--- config.mk ---
export PLATFORM = sky130hd
export DESIGN_NAME = uart_tx_scheduler
export DESIGN_NICKNAME = d
export VERILOG_FILES = /design/src/rtl/uart_tx_scheduler.sv
export SDC_FILE = /design/constraint.sdc
export NUM_CORES = 1
export LEC_CHECK = 0
export BUFFER_PORTS_ARGS = -buffer_cell sky130_fd_sc_hd__buf_2
export CAP_MARGIN = 40
export CORE_MARGIN = 4
export CORE_UTILIZATION = 47
export DETAILED_ROUTE_END_ITERATION = 8
export PLACE_DENSITY = 0.78
export REMOVE_ABC_BUFFERS = 1
export SYNTH_ARGS = -nofsm -noshare
export SYNTH_HDL_FRONTEND = slang
export SYNTH_SLANG_ARGS = --single-unit
--- constraint.sdc ---
create_clock -name clk -period 1.8 [get_ports clk]
set_input_delay 0.36 -clock clk [delete_from_list [all_inputs] [get_ports clk]]
set_output_delay 0.36 -clock clk [all_outputs]
set_load 0.005 [all_outputs]
--- src/rtl/uart_tx_scheduler.sv ---
// Shares one 8N1 UART serializer among N_PORTS byte requesters: per-packet round-robin grant, baud tick, held byte.
// Define UART_TX_SCHED_FIXED_PRIO_EN to make arbitration always pick the lowest-index requester.
module uart_tx_scheduler #(
    parameter int N_PORTS  = 4,
    parameter int BAUD_DIV = 434,
    parameter int CNT_W    = 16
) (
    input  logic                 clk,
    input  logic                 reset,
    input  logic [N_PORTS-1:0]   iREQ,
    input  logic [8*N_PORTS-1:0] iDATA,
    input  logic [N_PORTS-1:0]   iLAST,
    output logic [N_PORTS-1:0]   oACK,
    output logic [N_PORTS-1:0]   oGRANT,
    output logic                 oTX_BAUD_clk,
    output logic [7:0]           oTX_FIFO_DATA,
    output logic                 oFINISH,
    output logic                 oBUSY
);
    localparam int IDX_W = (N_PORTS > 1) ? $clog2(N_PORTS) : 1;
    localparam logic [CNT_W-1:0] DIV_MAX = CNT_W'(BAUD_DIV - 1);

    typedef enum logic [1:0] {IDLE, ARB, LOAD, SEND} state_t;

    state_t             state_q, state_d;
    logic [N_PORTS-1:0] grant_q, grant_d;
    logic [IDX_W-1:0]   win_q, win_d;
    logic [IDX_W-1:0]   rr_q, rr_d;
    logic               last_q, last_d;
    logic [7:0]         data_q, data_d;
    logic               finish_q, finish_d;
    logic               tick_q, tick_d;
    logic [CNT_W-1:0]   div_q, div_d;
    logic [3:0]         nbit_q, nbit_d;

    logic [IDX_W-1:0]   pick;
    logic [IDX_W-1:0]   cand;
    logic               pick_vld;
    logic               wrap;

    always_comb begin
        pick     = '0;
        cand     = '0;
        pick_vld = 1'b0;
`ifdef UART_TX_SCHED_FIXED_PRIO_EN
        for (int i = N_PORTS - 1; i >= 0; i--) begin
            if (iREQ[i]) begin
                pick     = IDX_W'(i);
                pick_vld = 1'b1;
            end
        end
`else
        // Scan from the far end so the port nearest rr_q+1 overrides the rest.
        for (int i = N_PORTS; i >= 1; i--) begin
            cand = IDX_W'((int'(rr_q) + i) % N_PORTS);
            if (iREQ[cand]) begin
                pick     = cand;
                pick_vld = 1'b1;
            end
        end
`endif
    end

    assign wrap = (div_q == DIV_MAX);

    always_comb begin
        state_d  = state_q;
        grant_d  = grant_q;
        win_d    = win_q;
        rr_d     = rr_q;
        last_d   = last_q;
        data_d   = data_q;
        finish_d = finish_q;
        tick_d   = 1'b0;
        div_d    = '0;
        nbit_d   = nbit_q;
        case (state_q)
            IDLE: begin
                finish_d = 1'b1;
                if (|iREQ) state_d = ARB;
            end
            ARB: begin
                if (pick_vld) begin
                    grant_d = N_PORTS'(1) << pick;
                    win_d   = pick;
                    rr_d    = pick;
                    state_d = LOAD;
                end else begin
                    state_d = IDLE;
                end
            end
            LOAD: begin
                data_d   = iDATA[{win_q, 3'b000} +: 8];
                last_d   = iLAST[win_q];
                nbit_d   = '0;
                finish_d = 1'b0;
                state_d  = SEND;
            end
            SEND: begin
                div_d = wrap ? '0 : div_q + 1'b1;
                if (wrap) begin
                    tick_d = 1'b1;
                    nbit_d = nbit_q + 1'b1;
                    // This wrap emits the stop-bit tick; the next byte's LOAD overlaps it.
                    if (nbit_q == 4'd9) begin
                        nbit_d = '0;
                        if (!last_q && iREQ[win_q]) begin
                            state_d = LOAD;
                        end else begin
                            grant_d  = '0;
                            finish_d = 1'b1;
                            state_d  = (last_q && (|iREQ)) ? ARB : IDLE;
                        end
                    end
                end
            end
            default: state_d = IDLE;
        endcase
    end

    always_ff @(posedge clk or posedge reset) begin
        if (reset) begin
            state_q  <= IDLE;
            grant_q  <= '0;
            win_q    <= '0;
            rr_q     <= IDX_W'(N_PORTS - 1);
            last_q   <= 1'b0;
            data_q   <= '0;
            finish_q <= 1'b1;
            tick_q   <= 1'b0;
            div_q    <= '0;
            nbit_q   <= '0;
        end else begin
            state_q  <= state_d;
            grant_q  <= grant_d;
            win_q    <= win_d;
            rr_q     <= rr_d;
            last_q   <= last_d;
            data_q   <= data_d;
            finish_q <= finish_d;
            tick_q   <= tick_d;
            div_q    <= div_d;
            nbit_q   <= nbit_d;
        end
    end

    assign oACK          = (state_q == LOAD) ? grant_q : '0;
    assign oGRANT        = grant_q;
    assign oTX_BAUD_clk  = tick_q;
    assign oTX_FIFO_DATA = data_q;
    assign oFINISH       = finish_q;
    assign oBUSY         = (state_q != IDLE);

endmodule

**Yosys cells after proc, flatten, opt, wreduce, memory -nomap -nowiden**

Cells that the tools add are included.

- $add $sub $neg: 6
- Multiplexer cells: 44
- Reduce and logical (&&, ||, !) cells: 14
- Shifts and indexed selects: 2
- Equality and inequality tests: 10
- Order comparisons: 5

Operator list:

| cell | number |
|---|---|
| 2-to-1 mux 16 bit | 2 |
| variable part select 32 x 6 -> 8 bit | 1 |
| 2-to-1 mux 4 bit | 7 |
| 2-to-1 mux 2 bit | 9 |
| adder 16 x 1 -> 16 bit, second input constant | 1 |
| == test 16 x 9 -> 1 bit, second input constant | 1 |
| 2-to-1 mux 1 bit | 16 |
| one-hot mux 4 bit (2 select lines) | 2 |
| less-than comparator 2 x 3 -> 1 bit, second input constant | 5 |
| binary-select mux 1 bit (select 2 bit) | 6 |
| != test 2 bit, second input constant | 5 |
| one-hot mux 2 bit (4 select lines) | 1 |
| nonzero test 2 bit | 3 |
| AND reduction 5 bit | 1 |
| adder 2 x 1 -> 2 bit, second input constant | 2 |
| adder 2 bit, second input constant | 2 |
| adder 4 x 1 -> 4 bit, second input constant | 1 |
| == test 2 bit, second input constant | 2 |
| == test 4 bit, second input constant | 1 |
| AND reduction 2 bit | 2 |
| AND reduction 4 bit | 1 |
| OR reduction 4 bit | 1 |
| left shift 1 x 2 -> 4 bit, first input constant | 1 |
| one-hot mux 1 bit (3 select lines) | 1 |
| 6 further kinds | 7 |

- Word-level logic and storage cells: 91
- Register bits: 41
- Output and inout bits: 19

**Depth between registers and ports, before layout**

- Depth after elaboration: 10
- Depth in mapped cells: 7

**Least setup slack after synthesis**

No wires, ideal clock.

- Kind: flip-flop to flip-flop
- Start point: reg div_q[1]
- End point: reg grant_q[0], in the netlist oGRANT[0]
- Buffers on the path: 0
- Cell stages (with the launch flop): 8
- Library setup time: 0.125 ns
- Arrival time: 1.636 ns
- Slack: 0.039 ns
- Clock period less this slack: 1.761 ns
- Cells stage by stage: dfrtp_1 inv_1 ha_1 nor3b_1 nand4_2 a21oi_4 nand4b_4 mux2_4

- Word-level cells in the longest chain between the ends: 3

RTL lines:

| item | RTL line | RTL |
|---|---|---|
| from (decl) | 33 | `logic [CNT_W-1:0] div_q, div_d;` |
| from (signal assigned) | 142 | `div_q <= div_d;` |
| == test 16 x 9 -> 1 bit | 64 | `assign wrap = (div_q == DIV_MAX);` |
| != test 2 bit (no source line) | n/a |  |
| AND reduction 5 bit (no source line) | n/a |  |
| to (signal assigned) | 135 | `grant_q <= grant_d;` |
| to (decl) | 26 | `logic [N_PORTS-1:0] grant_q, grant_d;` |

Every way passes these cells.
A chain may end at the register's enable or synchronous reset.

**Final worst setup path**

- Start point: reg div_q[1]
- End point: reg nbit_q[3]

- Word-level cells in the longest chain between the ends: 3

RTL lines:

| item | RTL line | RTL |
|---|---|---|
| == test 16 x 9 -> 1 bit | 64 |  |
| != test 2 bit (no source line) | n/a |  |
| AND reduction 2 bit (no source line) | n/a |  |
| to (signal assigned) | 143 | `nbit_q <= nbit_d;` |
| to (decl) | 34 | `logic [3:0] nbit_q, nbit_d;` |

Every way passes these cells.

==> impl_metrics.ini <==
[run_status]
status = finished with violations
violations = setup timing

[power_and_ir_drop]
ir_drop_mv = 0.495
leakage_nw = 1.44
p_clk_share_pct = 46.1
p_comb_share_pct = 5.7
power_frac_seq_pct = 48.2
p_int_mw = 1.53
p_per_area_nw_per_um2 = 651
switching_share_pct = 19.8
p_sw_uw = 379
power_mw = 1.91

[timing]
final-hold-violation-count = 0
tightestPinTransition_ps = 520
rsz0062_at_grt = true
setup_ws_ps = -1.74
finalMaxSlewViolations = 0
fin_crit_ps = 1800
fmax_mhz = 555
setup_viol = 1
maxSlewHeadroom_pct = 65.4
clock_skew_ps = 5.26
fin_setup_tns_ps = -1.74
finalCritPeriodShare_pct = 100
hold_ws_ps = 172

[clock_network]
clockBufferDepth = 2
clkSinkCount = 41
cts_hold_buf = 0
cts_tree = done
numCtsBuffers = 5
cts.clk_slew.worst_paths_ps = 80
root_buffer = clkbuf_8
clk_latency_ps = 300
htreeDepth = 2

[critical_path]
crit_start = div_q[1]$_DFF_PP0_
cp.depth = 8
crit_path_start_kind = register
ff2ff_setup_slack_ps = -2
path_cells = inv_1, ha_2, nor3b_4, nand4_4, buf_4, a221o_2, nand2_1, o31ai_1
crit_type = register to register
cp_top_family = simple AND/OR/NAND/NOR gates
slowest_stage = dfrtp_1
setup.worst_path.end_class = register
r2r_cells = 8
r2r-end = nbit_q[3]$_DFFE_PP0P_
crit_arrival_ps = 1980
crit_end = nbit_q[3]$_DFFE_PP0P_
r2r-start = div_q[1]$_DFF_PP0_
slowest_delay_ps = 380
crit_path_max_fanout = 3
worst_ep_required_time_ps = 1980
critPathBufInv = 2

[yosys]
synth-seq-area-share_pct = 46.2
synth_area_sq_um = 2230
synth_area_per_cell_sq_um = 11.2
ys_types = 45
synthCells = 199
ys_ff_latch = 41
synth_warnings = 0
synth.top_cells.by_area = dfrtp_1, mux4_2, nor2_1, mux2_2, dfstp_2
synth_largest_area_cell = dfrtp_1
synthDominantCellAreaShare_pct = 42.7

[finish]
multiInputGateArea_sq_um = 1170
area_delta_synth_final_pct = 31.8
diodes = 0
seqCellArea_sq_um = 1030
fin_nets = 331
post_route_cells_drive_above_1_share_pct = 45.5
final_area_sq_um = 2940
nFillCells = 320

[flow_run]
cap_violations = 0

[global_route]
first_global_vias = 1950
track_usage_pct = 18.6
antenna_found_initial = 0
grt_max_degree = 42
grt_pass1_wl_microns = 8750
grt_overflow = 0

[placed_design]
port_buffers = 60
dpl.hpwl_microns = 3750
dpl_cell_area_sq_um = 2730
gp_congestion = 0.818

[floorplanning]
die_y_microns = 76.9
core_sq_um = 4470
die_area_sq_um = 5910
io_pins = 61
dieWidth_microns = 76.9
rows = 24
start_util_pct = 49.8

[route]
dr.pass1.iters = 4
drc = 0
vias_per_cell = 5.41
routedWlPerCell_microns = 15.3
initialDrtViolationCount = 129
ant_nets = 0
wirelength_microns = 5180
num_vias = 1829

[hold_path]
hold_path_class = input pin to asynchronous set/reset pin
-- power groups by stage --
stage | clock [mW] | sequential, mW | combinational, mW
final | 0.881 | 0.920 | 0.110
after global routing | 0.940 | 0.921 | 0.123
after CTS | 0.898 | 0.920 | 0.111
after detailed placement | 0 | 0.939 | 0.111
after global placement | 0 | 0.939 | 0.107
after floorplan | 0 | 0.939 | 0.0433
-- cell families after synthesis --
kind of cell | count (synthesis) | share of synthesized area, %
AO/OA/AOI/OAI | 20 | 6.91
buffers and inverters | 14 | 2.69
adder cells (fa/ha/maj) | 4 | 2.25
multiplexers | 23 | 16.9
XOR/XNOR | 14 | 5.50
flip-flops | 41 | 46.2
AND/OR/NAND/NOR | 83 | 19.5
-- cells in the final DEF (no fill, tap or decap), types with 2 or more instances in the layout --
cell type and n:
bufinv_16 2, a21oi_1 3, inv_1 8, dfstp_2 3, nand2_1 17, xnor2_1 6
buf_4 22, mux4_2 10, buf_2 60, mux2_2 9, ha_1 3, a21oi_4 2
mux2i_1 2, nand4_1 3, mux2_4 2, nor2_1 32, nor3_1 2, o21ai_0 4
and2_1 5, nor3b_1 2, clkbuf_8 5, nand3_1 9, nor2b_1 2, dfrtp_1 37
xor2_1 8
-- synthesized netlist by cell type, drive strengths merged --
library cell	count
nand4	4
and2	5
nor2b	2
xor2	8
ha	4
o221ai	1
dfstp	3
nor3b	3
nand2b	1
buf	4
nor3	3
a32o	1
a211oi	1
o2bb2ai	1
a31o	1
nand3	9
or4	1
mux4	10
o31ai	1
mux2	11
a21oi	5
clkbuf	1
nand2	17
o211ai	1
xnor2	6
dfrtp	38
a22o	1
and4	1
nor2	32
a41oi	1
a221o	1
and3	2
nand4b	1
nor4	2
mux2i	2
inv	9
o21ai	4
a31oi	1
-- layer usage --
metal	routed length, microns	up-vias	GRT usage (%)
li1	-	876	-
met1	2140	888	22.3
met2	2620	58	32.0
met3	360	7	5.50
met4	63	0	5.80
met5	0	-	0
-- tightest hold or removal path, delay by kind of cell --
kind / cells / cell delay [ps]
buffers and inverters: 3 / 560
-- worst min path at each step --
stage,from,endpoint,cells past startpoint
2_1_floorplan,nbit_q[3]$_DFFE_PP0P_,nbit_q[3]$_DFFE_PP0P_,1
3_3_place_gp,nbit_q[3]$_DFFE_PP0P_,nbit_q[3]$_DFFE_PP0P_,1
3_5_place_dp,nbit_q[3]$_DFFE_PP0P_,nbit_q[3]$_DFFE_PP0P_,1
4_1_cts,reset,win_q[1]$_DFFE_PP0P_,3
5_1_grt,reset,oTX_FIFO_DATA[2]$_DFFE_PP0P_,3
6_report,reset,oTX_FIFO_DATA[1]$_DFFE_PP0P_,3
-- area by class of cell --
type | instances | area share [%]
clock buffers | 5 | 2.34
clock inverters | 3 | 2.22
inverters | 9 | 1.24
multi-input cells | 144 | 40.0
flip-flops and latches | 41 | 35.1
well taps | 52 | 2.22
repair buffers | 84 | 16.9
-- repair_timing --
action,in CTS,in global routing
buffers inserted,1,3
gates cloned,0,0
gates resized for setup,3,7
pin swaps,2,4
endpoints found under the hold margin,0,0
endpoints found under the setup margin,7,13
-- through the flow --
step,setup WS [ps],utilization [%],cells
after floorplan,-215,-,194
after global placement,40.4,61.0,326
after detailed placement,-36.0,61.0,326
after CTS,10.9,64.3,335
after global routing,-89.0,65.6,338
final,-1.74,65.6,338
-- registers in the layout (all words and copies together), names as in the netlist --
register,cells
div_q,16
oFINISH,1
rr_q,2
last_q,1
state_q,2
nbit_q,4
oGRANT,4
win_q,2
oTX_BAUD_clk,1
oTX_FIFO_DATA,8
No activity file was read; power rests on OpenSTA's default activity.
